<file path="src/rtl/uart_rx.sv">
// uart_rx: 8N1 LSB-first serial receiver; define UART_RX_MAJORITY_EN for 2-of-3 majority sampling (BAUD_DIVIDER >= 8)
module uart_rx #(
   parameter int BAUD_DIVIDER = 104
) (
   input  logic       clk,
   input  logic       rst_n,
   input  logic       Rx,
   output logic [7:0] O_DATA,
   output logic       NrD,
   output logic       RiP,
   output logic       FrE
);
   localparam int TW = $clog2(BAUD_DIVIDER);
   localparam logic [TW-1:0] HALF = TW'(BAUD_DIVIDER / 2 - 1);
   localparam logic [TW-1:0] FULL = TW'(BAUD_DIVIDER - 1);
   typedef enum logic [2:0] {IDLE, START, DATA, STOP, BRK} state_t;
   state_t state, state_nx;
   logic s1, rx_s, rx_d, fall, tick, smp, stop_ok;
   logic [TW-1:0] timer;
   logic [2:0] cnt;
   logic [7:0] shreg;
   assign fall = rx_d & ~rx_s;
`ifdef UART_RX_MAJORITY_EN
   logic m0, m1, pend;
   always_ff @(posedge clk or negedge rst_n)
      if (!rst_n) begin
         m0 <= 1'b1;
         m1 <= 1'b1;
         pend <= 1'b0;
      end else begin
         if (timer == TW'(1)) m0 <= rx_s;
         if (timer == '0) m1 <= rx_s;
         pend <= timer == '0 && state inside {START, DATA, STOP};
      end
   assign tick = pend;
   assign smp = (m0 & m1) | (m0 & rx_s) | (m1 & rx_s);
`else
   assign tick = timer == '0 && state inside {START, DATA, STOP};
   assign smp = rx_s;
`endif
   assign stop_ok = state == STOP && tick && smp;
   always_ff @(posedge clk or negedge rst_n)
      if (!rst_n) state <= IDLE;
      else state <= state_nx;
   always_comb begin
      state_nx = state;
      RiP = state != IDLE;
      case (state)
         IDLE:  state_nx = fall ? START : IDLE;
         START: state_nx = tick ? (smp ? IDLE : DATA) : START;
         DATA:  state_nx = (tick && cnt == 3'd7) ? STOP : DATA;
         STOP:  state_nx = tick ? (smp ? IDLE : BRK) : STOP;
         BRK:   state_nx = rx_s ? IDLE : BRK;
         default: state_nx = IDLE;
      endcase
   end
   always_ff @(posedge clk or negedge rst_n)
      if (!rst_n) begin
         s1 <= 1'b1;
         rx_s <= 1'b1;
         rx_d <= 1'b1;
         timer <= '0;
         cnt <= '0;
         shreg <= '0;
         O_DATA <= '0;
         NrD <= 1'b0;
         FrE <= 1'b0;
      end else begin
         s1 <= Rx;
         rx_s <= s1;
         rx_d <= rx_s;
         timer <= (state == IDLE && fall) ? HALF : (timer == '0) ? FULL : timer - TW'(1);
         cnt <= (state == START) ? 3'd0 : (state == DATA && tick) ? cnt + 3'd1 : cnt;
         shreg <= (state == DATA && tick) ? {smp, shreg[7:1]} : shreg;
         if (stop_ok) O_DATA <= shreg;
         NrD <= stop_ok;
         FrE <= state == STOP && tick && !smp;
      end
endmodule

</file>
<file path="config.mk">
export PLATFORM = sky130hd
export DESIGN_NAME = uart_rx
export DESIGN_NICKNAME = d
export VERILOG_FILES = /design/src/rtl/uart_rx.sv
export SDC_FILE = /design/constraint.sdc
export NUM_CORES = 1
export LEC_CHECK = 0
export CAP_MARGIN = 0
export CORE_ASPECT_RATIO = 1.25
export CORE_MARGIN = 3
export CORE_UTILIZATION = 40
export CTS_CLUSTER_SIZE = 24
export DETAILED_ROUTE_END_ITERATION = 10
export HOLD_SLACK_MARGIN = 0.06
export SLEW_MARGIN = 20
export SYNTH_ARGS = -nofsm -noshare
export SYNTH_HDL_FRONTEND = slang
export SYNTH_SLANG_ARGS = --single-unit
</file>
<file path="constraint.sdc">
create_clock -name clk -period 3.2 [get_ports clk]
set_input_delay 0.48 -clock clk [delete_from_list [all_inputs] [get_ports clk]]
set_output_delay 0.48 -clock clk [all_outputs]
set_load 0.01 [all_outputs]
</file>
==> results.yml, run 1 <==
power_and_ir_drop:
  power.switching_mw: 0.300
  power_mw: 1.09
  pwr_density_cell_mw_per_mm2: 640
  power.internal_mw: 0.795
  combPwrFrac_pct: 15.1
  clkPwrFrac_pct: 34.5
  ir_drop_mv: 0.355
  seqPwrFrac_pct: 50.4
  sw_frac_of_total_pct: 27.4
  leakagePower_nw: 0.788
routing:
  wirelength_met1_um: 976
  wl_per_cell_um: 13.4
  met2WireLength_um: 1130
  routed_wl_um: 2270
  vias: 895
  wl_met3_um: 112
  drt_pass1_iterations: 4
  drc: 0
  avgViaCountPerCell: 5.30
  drt_iter0_drc: 35
  detail-route-antenna-nets: 0
  top_layer_used: "met4"
synth:
  yosys_warnings: 0
  syn-cell-area_mm2: 0.00145
  synthCells: 114
  ys_ff_latch: 34
  syn_avg_cell_area_um2: 12.7
  ys_seq_area_share_pct: 59.1
  synthesis.nets: 120
  synth_cell_type_count: 29
timing:
  slew_headroom_pct: 65.2
  whs_ns: 0.361
  hold_viol: 0
  fmax_ghz: 0.440
  tightest_slew_ns: 0.522
  final.min_clock_period_ns: 2.27
  grt_setup_unrepaired: "no"
  skew_ns: 0.00566
  finalCritPeriodShare_pct: 71.1
  tns_ns: 0
  setup_viol: 0
  drv_slew: 0
clock_network:
  cts_setup_buffers: 0
  clk-insertion-delay-late_ns: 0.28
  tritoncts: "done"
  cts.sinks: 34
  cts_buffer_depth: 2
  cts-htree-levels: 2
  clkTransAtPathRegs_ns: 0.07
  cts_resized: 0
  cts_root_buf: "clkbuf_8"
  cts_hold_buf: 0
  cts_buffers: 5
cells_and_area:
  drive_gt1_share_pct: 24.2
  diodes: 0
  final_util_pct: 51.3
  synthToLayoutAreaGrowth_pct: 18.4
  final_net_count: 137
  fill_cells: 301
global_routing:
  grt_pass1_wl_um: 4090
  grt-ovfl-total: 0
  grt_max_degree: 35
  antenna_found_initial: 0
  track_usage_pct: 12.8
  grt_pass1_vias: 901
setup_path:
  startpoint_type: "flip-flop"
  critPathLaunch: "state[1]"
  worst_ep_arrival_time_ns: 1.79
  path_cells: "or3_1 > clkdlybuf4s50_1"
  rrSetupSlack_ns: 1.10
  cp.required_ns: 2.72
  crit_fanout: 15
  r2r_start: "timer[0]"
  critical_path_class: "flip-flop to primary output"
  critPathMaxStageDelay_ns: 0.57
  slowest_stage: "dfrtp_1"
  cp-end-kind: "primary output"
outcome:
  status: "complete, no violations"
floorplanning:
  core_mm2: 0.00334
  fp.dieH_um: 73.2
  ios: 14
  rows: 23
  die_x_um: 59.8
  die_area_mm2: 0.00437
  initial_utilization_pct: 43.3
place:
  port_buffers: 13
  hpwl_um: 1640
  globalplace.congestion: 0.772
run:
  maxCapViolations: 0
worst_hold_path:
  worstHoldStart: "s1"
  hp-class: "flip-flop to flip-flop"
[worst paths after layout]
check	to	cells past startpoint
max	RiP	2
min	rx_s	0
max reg2reg	O_DATA[6]	6
min reg2reg	rx_s	0
max in group asynchronous	rx_s	2
min in group asynchronous	cnt[1]	2
[synth_stat cells]
master	instances	area, um^2
dfrtp_1	31	776
mux2_2	16	180
nand2_1	9	33.8
nand3_1	8	40.0
nor2_1	7	26.3
inv_1	4	15.0
nand4_1	4	25.0
a21oi_1	3	15.0
dfstp_2	3	78.8
ha_1	3	37.5
o21ai_0	3	15.0
or3_1	3	18.8
xnor2_1	3	26.3
nor3_1	2	10.0
a31oi_1	1	6.26
and2_1	1	6.26
and2b_1	1	7.51
buf_4	1	7.51
buf_6	1	11.3
clkbuf_1	1	3.75
clkbuf_2	1	5.00
nand3_4	1	17.5
nand4_4	1	21.3
nor3_2	1	10.0
nor3b_1	1	7.51
nor3b_4	1	18.8
o211ai_1	1	7.51
or3b_2	1	8.76
xor2_1	1	8.76
[power by group through the flow]
stage	combinational, mW	sequential [mW]	clock (mW)
2_1_floorplan	0.157	0.528	0
3_3_place_gp	0.168	0.558	0
3_5_place_dp	0.170	0.561	0
4_1_cts	0.170	0.553	0.392
5_1_grt	0.191	0.562	0.412
6_report	0.165	0.552	0.378
[area by class of cell]
type / count / area (um^2) / area share, %
Inverter: 4 / 15.0 / 0.877
Timing Repair Buffer: 14 / 138 / 8.04
Sequential cell: 34 / 855 / 49.9
Clock buffer: 6 / 72.6 / 4.24
Multi-Input combinational cell: 72 / 548 / 32.0
Tap cell: 37 / 46.3 / 2.70
Clock inverter: 2 / 37.5 / 2.19
[routing by layer]
metal  vias to the layer above  track usage (%)
li1                        427                -
met1                       443             15.3
met2                        19             19.7
met3                         6             4.78
met4                         0             6.65
met5                         -                0
[cells by family after synthesis]
| family | synth area share [%] |
|---|---|
| DFF | 59.1 |
| AOI/OAI and AO/OA | 3.03 |
| and+or+nand+nor | 17.4 |
| muxes | 12.5 |
| buffers and inverters | 2.94 |
| xor gates and xnor gates | 2.42 |
| adders and majority gates | 2.60 |
[registers in the layout (all words and copies together), names as in the netlist]
| name | cells |
|---|---|
| rx_d | 1 |
| O_DATA | 8 |
| FrE | 1 |
| rx_s | 1 |
| state | 3 |
| cnt | 3 |
| s1 | 1 |
| NrD | 1 |
| timer | 7 |
| shreg | 8 |
[per-stage QoR]
| stage | cell area, um^2 | cells | worst slack (ns) |
|---|---|---|---|
| CTS | 1710 | 169 | 0.912 |
| detailed placement | 1600 | 161 | 1.07 |
| global placement | 1600 | 161 | 1.19 |
| floorplan | 1450 | 114 | 1.46 |
| global route | 1710 | 169 | 0.839 |
| finish | 1710 | 169 | 0.926 |
[worst max-delay path, delay by kind of cell, from the launching register on]
| family | cells | cell delay (ns) |
|---|---|---|
| flops | 1 | 0.57 |
| buf+inv | 1 | 0.51 |
| simple gates | 1 | 0.44 |
[cells in the final DEF, fill, tap and decap left out, drive strengths merged]
cell type and n:
a21oi 3, or3b 1, nand2 9, nor3 3, xnor2 3, and2 1, dfrtp 31, bufinv 1
nand4 5, clkinvlp 1, inv 4, nor2 7, clkbuf 6, xor2 1, o211ai 1, dfstp 3
or3 3, mux2 16, o21ai 3, buf 1, nor3b 2, nand3 9, clkdlybuf4s50 13, and2b 1
ha 3, a31oi 1
(Power assumes the default switching activity.)
==> inputs of run 2 (changes only) <==
Clock period 3.2 ns to 2.1 ns, I/O delays scaled along.
==> run 2 against run 1 <==
Net effect: total power grew 45%; combinational power increased by 81%; die area did not move; utilization stayed put; clock skew increased by 0.0041 ns; sequential share of layout area unchanged; register-to-register slack worse by 0.75 ns; cell count is 1.8% higher; non-clock buffer count is 3 higher; design area is the same; count of clock-buffer cells in the layout unchanged; sequential power is 48% higher; largest power group unchanged.
==> results.yml, run 2 (synthesis results as in run 1) <==
cells_and_area:
  fill_cells: 304
  synthToLayoutAreaGrowth_pct: 18.4
  final_util_pct: 51.3
  diodes: 0
  final_cell_count_no_fill: 172
  multiInputGateArea_um2: 548
  layout_commonest_cell: "dfrtp_1"
  final_net_count: 140
  drive_gt1_share_pct: 25.9
  regArea_um2: 855
  layout_common_cells: "31 x dfrtp_1, 16 x mux2_2, 13 x clkdlybuf4s50_1, 9 x nand2_1, 8 x nand3_1"
  largestRegisters: "O_DATA x8, shreg x8, timer x7"
floorplanning:
  ios: 14
  die_x_um: 59.8
  rows: 23
  initial_utilization_pct: 43.3
  die_area_mm2: 0.00437
  core_mm2: 0.00334
  fp.dieH_um: 73.2
worst_hold_path:
  hp-class: "flip-flop to flip-flop"
clock_network:
  clk-insertion-delay-late_ns: 0.29
  tritoncts: "done"
  cts_resized: 0
  cts.sinks: 34
  cts_buffers: 5
  cts_setup_buffers: 0
  cts-htree-levels: 2
  cts_buffer_depth: 2
  clkTransAtPathRegs_ns: 0.07
  cts_hold_buf: 0
  cts_root_buf: "clkbuf_8"
timing:
  final.min_clock_period_ns: 2.00
  slew_headroom_pct: 67.2
  drv_slew: 0
  tns_ns: 0
  tightest_slew_ns: 0.492
  finalCritPeriodShare_pct: 95.0
  fmax_ghz: 0.501
  hold_viol: 0
  skew_ns: 0.00976
  setup_viol: 0
  grt_setup_unrepaired: "no"
place:
  port_buffers: 13
  hpwl_um: 1720
  dp.cells: 164
  globalplace.congestion: 0.778
power_and_ir_drop:
  seqPwrFrac_pct: 51.4
  ir_drop_mv: 0.626
  clkPwrFrac_pct: 29.8
  power.switching_mw: 0.486
  sw_frac_of_total_pct: 30.5
  pwr_density_cell_mw_per_mm2: 930
  leakagePower_nw: 0.790
  combPwrFrac_pct: 18.8
  power.internal_mw: 1.11
setup_path:
  cp.required_ns: 1.78
  crit_fanout: 9
  startpoint_type: "flip-flop"
  cp-end-kind: "primary output"
  worst_ep_arrival_time_ns: 1.68
  critical_path_class: "flip-flop to primary output"
global_routing:
  grt_pass1_wl_um: 4350
  grt_max_degree: 35
  antenna_found_initial: 0
  grt_pass1_vias: 942
  grt-ovfl-total: 0
  track_usage_pct: 13.8
routing:
  detail-route-antenna-nets: 0
  avgViaCountPerCell: 5.26
  routed_wl_um: 2460
  vias: 905
  wl_per_cell_um: 14.3
  drt_iter0_drc: 29
  drt_pass1_iterations: 4
  drc: 0
outcome:
  status: "complete, no violations"
run:
  maxCapViolations: 0
==> run 2: cell types whose count changed in the layout (fill, tap and decap cells not counted) <==
cell        delta
clkinvlp_4     +1
bufinv_16      -1
buf_4          +3
==> run 2: final timing paths <==
| path | from | endpoint | slack, ns | cells after the start |
|---|---|---|---|---|
| setup reg to reg | timer[0] | O_DATA[0] | 0.35 | 6 |
| hold reg to reg | s1 | rx_s | 0.36 | 0 |
| min in group asynchronous | rst_n | cnt[1] | 0.43 | 2 |
| hold / removal | s1 | rx_s | 0.36 | 0 |
| setup / recovery | state[0] | RiP | 0.10 | 2 |
| max in group asynchronous | rst_n | rx_s | 1.33 | 2 |
==> run 2: metrics by stage <==
step                hold WS (ns)  total power, mW  setup slack (ns)  cell area, um^2
detailed placement         0.349             1.14             0.334             1620
floorplan                 0.0194             1.04             0.361             1450
global placement           0.347             1.12             0.394             1620
finish                     0.358             1.59             0.104             1710
global route               0.365             1.70            0.0125             1710
CTS                        0.359             1.61            0.0882             1710
==> run 2: area by class of cell <==
cell class	instances	share of cell area, %
sequential	34	49.9
inverter	4	0.877
clock buffer	6	4.24
timing repair buffer	17	9.36
clock inverter	2	0.877
tap	37	2.70
multi-input combinational	72	32.0
==> run 2: routing by layer <==
metal	wire, um	track usage [%]
met1	1090	17.3
met3	98	5.31
met2	1220	20.6
met4	59	6.65
met5	0	0
==> run 2: power groups by stage <==
stage	clock (mW)	combinational, mW	sequential [mW]
2_1_floorplan	0	0.240	0.805
3_3_place_gp	0	0.293	0.826
3_5_place_dp	0	0.304	0.831
4_1_cts	0.488	0.305	0.818
5_1_grt	0.523	0.346	0.833
6_report	0.474	0.299	0.819
==> run 2: worst max-delay path: stages (launching register included) <==
cell and delay (ns):
dfrtp_1 0.47, or3_1 0.43, clkdlybuf4s50_1 0.50
